===== config.mk =====
export PLATFORM = sky130hd
export DESIGN_NAME = mtr_drv
export DESIGN_NICKNAME = d
export VERILOG_FILES = /design/src/rtl/mtr_drv.sv
export SDC_FILE = /design/constraint.sdc
export NUM_CORES = 1
export LEC_CHECK = 0
export ABC_AREA = 1
export BUFFER_PORTS_ARGS = -buffer_cell sky130_fd_sc_hd__buf_2
export CAP_MARGIN = 20
export CORE_AREA = 2 2 89 65
export CTS_CLUSTER_SIZE = 24
export DETAILED_ROUTE_END_ITERATION = 10
export DIE_AREA = 0 0 91 67
export PLACE_DENSITY = 0.89
export SETUP_SLACK_MARGIN = 0.5
export SYNTH_ARGS = -nofsm -noshare
export SYNTH_HDL_FRONTEND = slang
export SYNTH_SLANG_ARGS = --single-unit
export TNS_END_PERCENT = 100

===== constraint.sdc =====
create_clock -name clk -period 2.15 [get_ports clk]
set_clock_uncertainty 0.05 [all_clocks]
set_input_delay 0.1075 -clock clk [delete_from_list [all_inputs] [get_ports clk]]
set_output_delay 0.1075 -clock clk [all_outputs]
set_load 0.01 [all_outputs]

===== src/rtl/mtr_drv.sv =====
// Motor-drive stage: turns signed wheel speed commands into dead-time separated
// complementary PWM pairs and latches a shutdown after persistent over-current.
module mtr_drv #(
    parameter logic [11:0] NONOVERLAP = 12'h020,
    parameter logic [11:0] BLANK      = 12'h080,
    parameter logic [4:0]  OVR_LIMIT  = 5'd16
) (
    input  logic        clk,
    input  logic        rst,
    input  logic [11:0] lft_spd,
    input  logic [11:0] rght_spd,
    input  logic        OVR_I_lft,
    input  logic        OVR_I_rght,
    output logic        PWM1_lft,
    output logic        PWM2_lft,
    output logic        PWM1_rght,
    output logic        PWM2_rght,
    output logic        OVR_I_shtdwn
);

    typedef enum logic {RUN, SHUTDOWN} state_t;

    state_t      r_state;
    logic [11:0] r_cnt;
    logic [11:0] r_dutyLft;
    logic [11:0] r_dutyRght;
    logic        r_ovrSeen;
    logic [4:0]  r_ovrCnt;

    logic        w_periodEnd;
    logic        w_ovrNow;
    logic [12:0] w_ovrStart;
    logic [12:0] w_pwm1StartLft;
    logic [12:0] w_pwm1StartRght;
    logic        w_pwm2Lft;
    logic        w_pwm1Lft;
    logic        w_pwm2Rght;
    logic        w_pwm1Rght;
    logic [4:0]  w_ovrCntNext;

    assign w_periodEnd = (r_cnt == 12'hFFF);

    // Thresholds are widened to 13 bits so a late duty pushes the PWM1 turn-on
    // point past the end of the period instead of wrapping to its start.
    assign w_ovrStart      = {1'b0, NONOVERLAP} + {1'b0, BLANK};
    assign w_pwm1StartLft  = {1'b0, r_dutyLft} + {1'b0, NONOVERLAP};
    assign w_pwm1StartRght = {1'b0, r_dutyRght} + {1'b0, NONOVERLAP};

    assign w_pwm2Lft  = (r_cnt >= NONOVERLAP) && (r_cnt < r_dutyLft);
    assign w_pwm1Lft  = ({1'b0, r_cnt} >= w_pwm1StartLft);
    assign w_pwm2Rght = (r_cnt >= NONOVERLAP) && (r_cnt < r_dutyRght);
    assign w_pwm1Rght = ({1'b0, r_cnt} >= w_pwm1StartRght);

    assign w_ovrNow = (r_state == RUN) && (OVR_I_lft || OVR_I_rght) &&
                      ({1'b0, r_cnt} >= w_ovrStart);

    always_comb begin
        w_ovrCntNext = r_ovrCnt;
        if (w_periodEnd) begin
            if (r_ovrSeen || w_ovrNow) begin
                w_ovrCntNext = (r_ovrCnt == 5'h1F) ? r_ovrCnt : r_ovrCnt + 5'd1;
            end else begin
                w_ovrCntNext = 5'd0;
            end
        end
    end

    always_ff @(posedge clk) begin
        if (rst) begin
            r_state      <= RUN;
            r_cnt        <= 12'h000;
            r_dutyLft    <= 12'h800;
            r_dutyRght   <= 12'h800;
            r_ovrSeen    <= 1'b0;
            r_ovrCnt     <= 5'd0;
            PWM1_lft     <= 1'b0;
            PWM2_lft     <= 1'b0;
            PWM1_rght    <= 1'b0;
            PWM2_rght    <= 1'b0;
            OVR_I_shtdwn <= 1'b0;
        end else begin
            r_cnt    <= r_cnt + 12'd1;
            r_ovrCnt <= w_ovrCntNext;

            // Duty is captured only at the period boundary; inverting the MSB
            // maps the signed speed onto an unsigned 0..FFF duty.
            if (w_periodEnd) begin
                r_dutyLft  <= {~lft_spd[11], lft_spd[10:0]};
                r_dutyRght <= {~rght_spd[11], rght_spd[10:0]};
                r_ovrSeen  <= 1'b0;
            end else if (w_ovrNow) begin
                r_ovrSeen <= 1'b1;
            end

            case (r_state)
                RUN: begin
                    PWM1_lft  <= w_pwm1Lft;
                    PWM2_lft  <= w_pwm2Lft;
                    PWM1_rght <= w_pwm1Rght;
                    PWM2_rght <= w_pwm2Rght;
                    if (w_periodEnd && (w_ovrCntNext == OVR_LIMIT)) begin
                        r_state      <= SHUTDOWN;
                        OVR_I_shtdwn <= 1'b1;
                    end
                end
                SHUTDOWN: begin
                    PWM1_lft     <= 1'b0;
                    PWM2_lft     <= 1'b0;
                    PWM1_rght    <= 1'b0;
                    PWM2_rght    <= 1'b0;
                    OVR_I_shtdwn <= 1'b1;
                end
                default: begin
                    r_state <= RUN;
                end
            endcase
        end
    end

endmodule


## After elaboration in Yosys (flattened, before gate mapping)

Cells that the tools add are included.
W data, S select, Z words.

- $add $sub $neg: 4
- Magnitude comparators: 6
- Equality and inequality tests: 4
- Multiplexer cells: 11
- Bitwise gates (word level): 3
- Reduce and logical (&&, ||, !) cells: 8

Operators by type and width:

| kind | number |
|---|---|
| $add A12 B6 Y13 const B | 2 |
| $ge A12 B13 Y1 | 2 |
| $lt A12 B12 Y1 | 2 |
| $mux W5 | 3 |
| $add A12 B1 Y12 const B | 1 |
| $eq A12 B12 Y1 const B | 1 |
| $ge A12 B6 Y1 const B | 1 |
| $ge A12 B8 Y1 const B | 1 |
| $eq A5 B5 Y1 const B | 2 |
| $pmux W1 S2 | 5 |
| $add A5 B1 Y5 const B | 1 |
| $logic_and A1 B1 Y1 | 5 |
| $mux W1 | 3 |
| $not A1 Y1 | 3 |
| $logic_or A1 B1 Y1 | 2 |
| $ne A2 B1 Y1 const B | 1 |
| $reduce_or A2 Y1 | 1 |

- Register bits: 48
- Output and inout bits: 5

## Depth between registers and ports, before layout

- Depth in word-level cells: 10
- Gate-level depth with buffers: 13

## Worst setup path before layout

Ideal clock, no wire load.

- Path kind: register to register
- Start: register r_dutyRght[5]
- End: register PWM1_rght
- Arrival: 1,724 ps
- Data required time: 1,991 ps
- Slack: 268 ps
- Stages on the path, launching flop included: 12
- Period minus slack after synthesis: 1,882 ps
- Cell sequence: dfxtp_1 > inv_1 > nor3_1 > nand3_1 > xor2_1 > ha_1 > a21oi_1 > o21ai_0 > nor2_1 > nand3_1 > nand2_1 > inv_1

- Cells in the longest elaborated chain, start to end: 3

RTL lines:

| what | RTL line | RTL |
|---|---|---|
| start, declared | 26 | `logic [11:0] r_dutyRght;` |
| start signal, assigned | 89 | `r_dutyRght <= {~rght_spd[11], rght_spd[10:0]};` |
| $add A12 B6 Y13 | 47 | `assign w_pwm1StartRght = {1'b0, r_dutyRght} + {1'b0, NONOVERLAP};` |
| $ge A12 B13 Y1 | 52 | `assign w_pwm1Rght = ({1'b0, r_cnt} >= w_pwm1StartRght);` |
| $pmux W1 S2 | 95 | `case (r_state)` |
| end signal, assigned | 99 | `PWM1_rght <= w_pwm1Rght;` |
| end, declared | 16 | `output logic PWM1_rght,` |

No other way between the ends.
A chain may end at the register's enable or synchronous reset.

## Final worst setup path

- Start: register r_dutyRght[6]
- End: register PWM1_rght

Same word-level chain as after synthesis.

==> impl_results.md <==
- Run status: complete, but fails checks
- Failing checks: hold timing, setup timing
- Grt total ovfl: 0
- Port Buffers: 32
- Worst Setup End Kind: flip-flop
- Floorplan die width: ~91 microns
- Dominant cell type by area after synthesis: dfxtp_1
- Vias: 3,580
- Drt drc: 0
- Kind of critical path: reg2reg
- Post-synth top area share: 31.89%
- CP Data Required Time: approximately 2.3 ns
- Hold Path Depth: 3
- Vias in the first global route: 2,859
- Final HPWL DP: between 5 and 6 mm
- Worst hold start: lft_spd[10]
- Initial DRC count: 599
- First-pass GRT wire length: 13.41 mm
- Worst-margin pin slew: about 0.46 ns
- Routed WL: between 10 and 15 mm
- Min Hold Slack: -0.01446 ns
- Final period util: 100.6%
- # IOs: 33
- Final Max Tran Viols: 0
- Final setup margin: -0.01246 ns
- Max VDD drop: 0.4476 mV
- Antenna violations before repair: 0
- Wirelength per Cell: 21.23 microns
- Die area: 6097 sq um
- Pwr/cell area: 376.4 nW/um^2
- Avg Inst Size Synth: roughly 7.5 sq um
- Largest net degree at the start of global routing: 33
- Placed cells: 502
- Layout Nets: 547
- Largest cells by area after synthesis: dfxtp_1, ha_1, a21oi_1
- R2r endpoint: PWM1_rght
- YS warnings: 0
- Max transition margin: 69.48%
- Synth Register Bits: 48
- Initial Util: 58.22%
- Final Setup Violations: 1
- R2R depth: 11
- Most Frequent Cell on Critical Path: nor2_1
- Crit path max fanout: 3
- Final Hold Vio Count: 4
- Row count: 22
- Pwr Total: between 1500 and 2000 uW
- RSZ-0062 raised after global routing: true
- Mapped Cells: 402
- Synth Cell Area: 3013 sq um
- Drt via density: 6.521
- Post-route minimum period: 2.162 ns
- Fillers: 267
- Worst r2r src: r_dutyRght[6]
- Core ar.: 5175 sq um
- Longest Clk Path Bufs: 2
- Sink Count: 48
- Layout cells sized above 1: between 30% and 40%
- Clock slew at reported path FFs: 0.10 ns
- Static leakage power: 0.001903 uW
- Critical-path cell list: ha_2 -> inv_1 -> ha_1 -> a21oi_1 -> nor2_1 -> a211oi_2 -> nor2_1 -> nor2_1 -> nand3_1 -> nand2_1 -> inv_1
- CP max stage cell: dfxtp_2
- CP max stage delay: 0.35 ns
- Final ANT Viol Nets: 0
- Critical path startpoint category: flip-flop
- Layout area overhead: 42.73%
- WHS Endpoint: r_dutyLft[10]
- Worst-Skew Late Latency: 0.32 ns
- N_diodes: 0
- Gpl congestion: 0.9622
- Distinct cells, synth: 26
- Syn Nets: 473
- Non-Filler Instances: 549
- Die Ht: roughly 67 microns
- Root Driver: clkbuf_8
- MaxCap Viol Count: 0
- Sequential fraction of the synthesis area: 31.89%
- Critical path arrival: 2.34 ns
- Reg2Reg Setup Slack: -0.01 ns
- First-pass iteration count of the detailed router: 6
- Hold Path Class: in2reg
- H-tree depth: 2
- GRT Overall Usage: 27.78%
- CTS tree: built
- Total CTS buffers: 5
- Highest Clock Rate: 462.4 MHz
-- cell type report --
type                            count  area [sq um]  area share [%]
Inverter                           61         244.0           5.674
Multi-Input combinational cell    285          2196           51.06
Tap cell                           72         90.09           2.095
Clock inverter                      3         18.77          0.4364
Timing Repair Buffer               75         671.9           15.62
Clock buffer                        5         68.82           1.600
Sequential cell                    48          1011           23.51
-- where the power goes --
group          internal [uW]  switching (uW)  total, uW
sequential               883            10.6        894
clock                    228             343        571
combinational           68.9            85.2        154
-- cells in the mapped netlist --
cell type   n
or2_2       1
dfxtp_1    48
ha_1       43
nand3b_1    4
xnor2_1     2
nand2_2     4
buf_2       4
nor2_1     31
o2111ai_1   1
nand4_1     9
o21bai_1    2
a21oi_1    46
a211oi_1    3
inv_1      61
a211o_1     1
o221a_2     1
xor2_1      9
clkbuf_1    4
nand2_1    52
nor3_1     11
nand3_1    18
nor2_4      4
o21a_1      3
nand3_2     2
o211a_1     1
o21ai_0    37
-- kinds of logic after synthesis --
kind of cell | synth area share (%)
AND/OR/NAND/NOR | 21.22
AO/OA/AOI/OAI | 17.07
buffers and inverters | 8.762
flip-flops | 31.89
adder cells (fa/ha/maj) | 17.86
XOR/XNOR | 3.198
-- timing repair --
item,4_1_cts,5_1_grt
hold buffers,4,0
gates resized for setup,48,114
cloned,4,2
hold endpoints to repair,4,0
pin swaps,14,52
buffers inserted,9,20
endpoints found under the setup margin,31,34
-- flip-flops by register name, indices dropped and copies added, names as in the netlist, 5 cells and up --
name / count
r_dutyLft: 12
r_cnt: 12
r_dutyRght: 12
r_ovrCnt: 5
-- routing by layer --
layer	wire length, microns	share of wire (%)	track usage, %	up-vias
met5	0	0	0	-
met4	942	8.1	7.955	0
met3	1388	12	4.977	115
met2	5138	44	49.72	355
met1	4187	36	34.62	1611
li1	-	-	-	1499
-- metrics by stage --
| stage | setup TNS (ns) | hold WS [ns] | setup slack (ns) | util, % | instance area (sq um) |
|---|---|---|---|---|---|
| 2_1_floorplan | 0 | 0.1706 | 0.4203 | - | 3048 |
| 3_3_place_gp | 0 | 0.2582 | 0.2135 | 63.64 | 3293 |
| 3_5_place_dp | 0 | 0.2742 | 0.2027 | 63.64 | 3293 |
| 4_1_cts | 0 | 0.006500 | 0.2143 | 71.52 | 3701 |
| 5_1_grt | -0.05063 | -0.002355 | -0.05063 | 83.10 | 4300 |
| 6_report | -0.01246 | -0.01446 | -0.01246 | 83.10 | 4300 |
-- layout by cell type (no fill, tap or decap), drive strengths merged, types with 9 or more instances in the layout --
master and n:
o21ai 37, nor2 35, xor2 9, nor3 11, dfxtp 48, nand2 56, inv 60, buf 69
nand4 9, ha 43, nand3 20, a21oi 46
-- critical path, delay by kind of cell, from the launching register on --
family | cells | cell delay, ns
AND/OR/NAND/NOR | 5 | 0.48
buffers and inverters | 2 | 0.09
flip-flops | 1 | 0.35
adder cells (fa/ha/maj) | 2 | 0.63
AO/OA/AOI/OAI | 2 | 0.48
-- worst max path at each step --
| stage | start | to | slack [ns] | depth (start not counted) |
|---|---|---|---|---|
| floorplan | r_dutyRght[7] | PWM1_rght | 0.42 | 11 |
| global placement | r_dutyRght[6] | PWM1_rght | 0.21 | 12 |
| detailed placement | r_dutyRght[7] | PWM1_rght | 0.20 | 12 |
| CTS | r_dutyRght[5] | PWM1_rght | 0.21 | 12 |
| global route | r_dutyRght[5] | PWM1_rght | -0.05 | 11 |
| finish | r_dutyRght[6] | PWM1_rght | -0.01 | 11 |
(Power assumes the default switching activity.)
